==> src/rtl/scan_fifo.sv <==
// scan_fifo: result buffer between the counter and the NIOS readout.
// Each rising edge of stop_step captures {time_in, signals_in} into a FIFO.
// NIOS pops entries with rd_req. A two-register window on the shared
// addr/data bus reports status and accepts flush / clear-overflow commands.
module scan_fifo #(
  parameter int         DEPTH_LOG2 = 4,
  parameter logic [7:0] BASE_ADDR  = 8'h40
) (
  input  logic                  clock50Mhz,
  input  logic                  reset,
  input  logic [7:0]            addr,
  input  logic [7:0]            data,
  input  logic                  write,
  output logic [7:0]            data_out,
  input  logic                  stop_step,
  input  logic [31:0]           time_in,
  input  logic [31:0]           signals_in,
  input  logic                  rd_req,
  output logic [31:0]           rd_time,
  output logic [31:0]           rd_signals,
  output logic                  rd_valid,
  output logic [DEPTH_LOG2:0]   level,
  output logic                  full,
  output logic                  empty,
  output logic                  overflow
);

  localparam int DEPTH = 1 << DEPTH_LOG2;
  localparam logic [7:0]            DROP_ADDR = BASE_ADDR + 8'd1;
  localparam logic [DEPTH_LOG2-1:0] PTR_ONE   = {{(DEPTH_LOG2-1){1'b0}}, 1'b1};
  localparam logic [DEPTH_LOG2:0]   LVL_ONE   = {{DEPTH_LOG2{1'b0}}, 1'b1};
  localparam logic [DEPTH_LOG2:0]   LVL_ZERO  = {(DEPTH_LOG2+1){1'b0}};
  localparam logic [DEPTH_LOG2:0]   LVL_FULL  = {1'b1, {DEPTH_LOG2{1'b0}}};

  logic [63:0]           mem [DEPTH];
  logic [DEPTH_LOG2-1:0] wptr;
  logic [DEPTH_LOG2-1:0] rptr;
  logic                  stop_q;
  logic [7:0]            drop_cnt;

  logic                  capture_ev;
  logic                  pop;
  logic                  push;
  logic                  drop;
  logic                  reg_sel;
  logic                  flush;
  logic                  clr;
  logic [DEPTH_LOG2:0]   level_next;
  logic [7:0]            level_ext;
  logic                  unused_bits;

  // Decode capture, pop, drop and register commands for this cycle.
  always_comb begin
    capture_ev = stop_step & ~stop_q;
    // Pop sees the pre-edge empty flag, so a capture into an empty FIFO
    // cannot be popped in the same cycle.
    pop        = rd_req & ~empty;
    // At full, a same-cycle pop frees the slot the capture lands in.
    push       = capture_ev & (~full | pop);
    drop       = capture_ev & ~push;
    reg_sel    = write & (addr == BASE_ADDR);
    flush      = reg_sel & data[0];
    clr        = reg_sel & data[1];
    case ({push, pop})
      2'b10:   level_next = level + LVL_ONE;
      2'b01:   level_next = level - LVL_ONE;
      default: level_next = level;
    endcase
  end

  // Previous stop_step level for rising-edge detection; cleared by reset so
  // a level held high across reset release produces one capture.
  always_ff @(posedge clock50Mhz) begin
    if (!reset) begin
      stop_q <= 1'b0;
    end else begin
      stop_q <= stop_step;
    end
  end

  // Entry storage; deliberately not reset.
  always_ff @(posedge clock50Mhz) begin
    if (reset && !flush && push) begin
      mem[wptr] <= {time_in, signals_in};
    end
  end

  // Pointers, occupancy flags and the popped-data output registers.
  always_ff @(posedge clock50Mhz) begin
    if (!reset) begin
      wptr       <= '0;
      rptr       <= '0;
      level      <= LVL_ZERO;
      empty      <= 1'b1;
      full       <= 1'b0;
      rd_valid   <= 1'b0;
      rd_time    <= 32'h0000_0000;
      rd_signals <= 32'h0000_0000;
    end else if (flush) begin
      wptr     <= '0;
      rptr     <= '0;
      level    <= LVL_ZERO;
      empty    <= 1'b1;
      full     <= 1'b0;
      rd_valid <= 1'b0;
    end else begin
      if (push) begin
        wptr <= wptr + PTR_ONE;
      end
      if (pop) begin
        rptr                  <= rptr + PTR_ONE;
        {rd_time, rd_signals} <= mem[rptr];
      end
      rd_valid <= pop;
      level    <= level_next;
      empty    <= (level_next == LVL_ZERO);
      full     <= (level_next == LVL_FULL);
    end
  end

  // Sticky overflow flag and saturating drop counter; a drop in the same
  // cycle as a clear command wins over the clear.
  always_ff @(posedge clock50Mhz) begin
    if (!reset) begin
      overflow <= 1'b0;
      drop_cnt <= 8'd0;
    end else if (flush) begin
      overflow <= 1'b0;
      drop_cnt <= 8'd0;
    end else if (drop) begin
      overflow <= 1'b1;
      if (clr) begin
        drop_cnt <= 8'd1;
      end else if (drop_cnt != 8'hFF) begin
        drop_cnt <= drop_cnt + 8'd1;
      end else begin
        drop_cnt <= drop_cnt;
      end
    end else if (clr) begin
      overflow <= 1'b0;
      drop_cnt <= 8'd0;
    end else begin
      overflow <= overflow;
      drop_cnt <= drop_cnt;
    end
  end

  // Combinational register read mux for the top-level data selector.
  always_comb begin
    level_ext = 8'(level);
    case (addr)
      BASE_ADDR: data_out = {overflow, full, empty, level_ext[4:0]};
      DROP_ADDR: data_out = drop_cnt;
      default:   data_out = 8'h00;
    endcase
  end

  assign unused_bits = ^{data[7:2], level_ext[7:5]};

endmodule

==> config.mk <==
export PLATFORM = sky130hd
export DESIGN_NAME = scan_fifo
export DESIGN_NICKNAME = d
export VERILOG_FILES = /design/src/rtl/scan_fifo.sv
export SDC_FILE = /design/constraint.sdc
export NUM_CORES = 1
export LEC_CHECK = 0
export BUFFER_PORTS_ARGS = -buffer_cell sky130_fd_sc_hd__clkbuf_2
export CELL_PAD_IN_SITES_DETAIL_PLACEMENT = 0
export CELL_PAD_IN_SITES_GLOBAL_PLACEMENT = 2
export CORE_MARGIN = 2
export CORE_UTILIZATION = 49
export CTS_CLUSTER_SIZE = 28
export DETAILED_ROUTE_END_ITERATION = 10
export PLACE_DENSITY = 0.78
export SLEW_MARGIN = 20
export SYNTH_ARGS = -nofsm -noshare
export SYNTH_HDL_FRONTEND = slang
export SYNTH_SLANG_ARGS = --single-unit
==> constraint.sdc <==
create_clock -name clock50Mhz -period 8.4 [get_ports clock50Mhz]
set_clock_uncertainty 0.2 [all_clocks]
set_input_delay 0.84 -clock clock50Mhz [delete_from_list [all_inputs] [get_ports clock50Mhz]]
set_output_delay 0.84 -clock clock50Mhz [all_outputs]
set_load 0.005 [all_outputs]
==> summary.txt <==
Die
  – Row cnt: 107
  – Die Ht: 297.0 µm
  – Io pins: 166
  – Die width: 297.0 µm
  – Starting Density: 0.4940
  – Die area: 88,200 µm²
  – Core area: 85,150 µm²

Placement
  – GP Congestion: 0.7285
  – DP HPWL: 46,280 µm
  – I/O Buffers: 159
  – Placed Area: 44,190 µm²

Min path
  – Hold Crit Class: in2reg

Setup path
  – Crit path max fanout: 46
  – Required @ worst endpoint: 8490 ps
  – Critical path class: reg2reg
  – Nature of the critical path endpoint: register
  – CP arrival: 4270 ps
  – CP startpoint kind: register

STA
  – Rel. slew slack: 0.2478
  – Minimum clock period: 4180 ps
  – Final setup violating endpoints: 0
  – Period utilisation layout: 0.4977
  – RSZ-0062 raised after global routing: no
  – Max-slew violations: 0
  – Fmax: 239.2 MHz
  – Least-Margin Pin Slew: 1128 ps
  – Final setup TNS: 0 ps
  – Final Hold Viols: 0

Global route
  – Vias in the first global route: 20,920
  – Largest net degree at the start of global routing: 144
  – First-pass GRT wire length: 139,400 µm
  – Total GRT Usage: 0.2158
  – Initial antenna violation count: 6
  – Aggregate global routing overflow: 0

CTS
  – Clk sinks: 1,114
  – H-tree depth: 3
  – Clk_lat worst skew: 670 ps
  – Root Driver: clkbuf_16
  – CTS clk-pin slew, worst paths: 60 ps
  – Max Root-Sink Buffers: 3
  – Num CTS Buffers: 109
  – Post-CTS Hold Fix Bufs: 0
  – CTS tree: yes
  – Post CTS Setup Buffer Count: 0
  – PostCTS Resize Cnt: 0

Drt
  – Via count: 20,380
  – Initial drt markers: 2,111
  – DR WL/cell: 27.91 µm
  – Routed Antenna Nets: 0
  – Drt first pass iters: 5
  – # DRC: 0
  – Vias per inst: 5.977
  – Final WL: 95,130 µm

Final layout
  – Post-route cell area: 47,920 µm²
  – Nets: 2,266
  – Layout cell share with drive strength beyond 1: 0.2915
  – Area Growth Syn to Fin: 13.93%

Synth
  – #FFs+latches synth: 1,114
  – Synth Flop Type: edfxtp_1
  – Cell Area, Synth: 42,060 µm²
  – Syn Inst Count: 1,977
  – Post-synth EDFFs: 1,024
  – Mean Syn Cell Area: 21.28 µm²
  – Fraction of registers with async set/reset: 0
  – Syn_nets: 2,071
  – Synth unique cells: 54
  – Register area share after synthesis: 0.7739
  – Syn. warnings: 0

Job
  – MaxCap Viol Count: 0

Power
  – Leakage: 15.14 nW
  – P per Cell Area: 261.2 nW/µm²
  – VDD IR max: 0.1684 mV

Outcome
  – Status: completed
-- synthesized netlist by cell type (3+ instances only) --
master	n	area (µm²)
a21oi_1	13	65.06
a22o_1	136	1191
a41oi_1	3	26.28
and2_1	4	25.02
buf_1	3	11.26
buf_2	28	140.1
buf_4	8	60.06
buf_6	13	146.4
clkbuf_1	63	236.5
dfxtp_1	90	1802
edfxtp_1	1024	30750
ha_1	9	112.6
inv_1	6	22.52
mux2i_1	5	50.05
mux4_2	256	5766
nand2_1	76	285.3
nand2b_1	5	31.28
nand3_1	9	45.04
nand3b_1	3	22.52
nand4_1	3	18.77
nor2_1	90	337.8
nor2b_1	5	31.28
nor3_1	6	30.03
nor3b_1	4	30.03
o211ai_1	3	22.52
o22ai_1	64	400.4
o31ai_1	3	22.52
xnor2_1	4	35.03
xor2_1	4	35.03
-- cell usage in the layout, fill, tap and decap left out, types with 19 or more instances in the layout --
master     instances
edfxtp_1        1024
buf_4             38
o22ai_1           64
clkbuf_2         158
clkinv_2          19
nor2_1            77
a22o_1           136
dfxtp_1           88
clkbuf_16        112
mux4_2           256
nand2_1           75
-- per-layer routing --
metal	share of wire	up-vias	track usage
met5	0.00066	-	0
met4	0.013	10	0.04437
met3	0.069	95	0.03586
met2	0.50	716	0.3560
met1	0.42	10880	0.3077
li1	-	8679	-
-- critical path, stage by stage (launching register included) --
cell and delay [ps]:
dfxtp_1 330, nand2b_2 270, a21oi_1 700, nand3_1 510, nor2_4 820, buf_4 920
-- worst paths after layout --
check	startpoint	slack, ps	endpoint	depth (start not counted)
min reg2reg	rd_signals[28]	270	rd_signals[28]	2
max reg2reg	empty	4220	mem[4][60]	5
max	empty	4220	mem[4][60]	5
min	stop_step	220	stop_q	2
-- power breakdown --
group	internal, mW	switching, mW
logic	0.647	0.631
registers	6.16	0.101
clock network	2.95	2.03
total	9.76	2.76
-- registers in the layout, summed over array words and instances (netlist names) --
name	flops
level	5
rptr	4
drop_cnt	8
rd_time	32
full	1
mem	1024
rd_signals	32
wptr	4
stop_q	1
empty	1
overflow	1
rd_valid	1
-- through the flow --
stage               hold slack (ps)  instances  setup WS [ps]  power [mW]  utilization
floorplan                     262.5       1977           1609       7.326            -
global placement              259.9       3205           3631       7.652       0.5190
detailed placement            260.2       3205           3479       7.679       0.5190
CTS                           181.2       3408           4193       12.64       0.5627
global route                  219.5       3408           4027       12.94       0.5628
finish                        222.1       3409           4220       12.52       0.5628
-- kinds of logic after synthesis --
| family | synth area share |
|---|---|
| buffers and inverters | 0.01484 |
| AND/OR/NAND/NOR | 0.02436 |
| adder cells (fa/ha/maj) | 0.002677 |
| multiplexers | 0.1385 |
| flip-flops | 0.7739 |
| AO/OA/AOI/OAI | 0.04405 |
| XOR/XNOR | 0.001666 |
-- layout make-up --
type	count	area, µm²
Inverter	8	30.03
Tap cell	1144	1431
Clock buffer	138	3000
Multi-Input combinational cell	740	9054
Clock inverter	65	719.4
Fill cell	6336	37220
Sequential cell	1114	32560
Timing Repair Buffer	199	1127
Antenna cell	1	2.502
(Power assumes the default switching activity.)
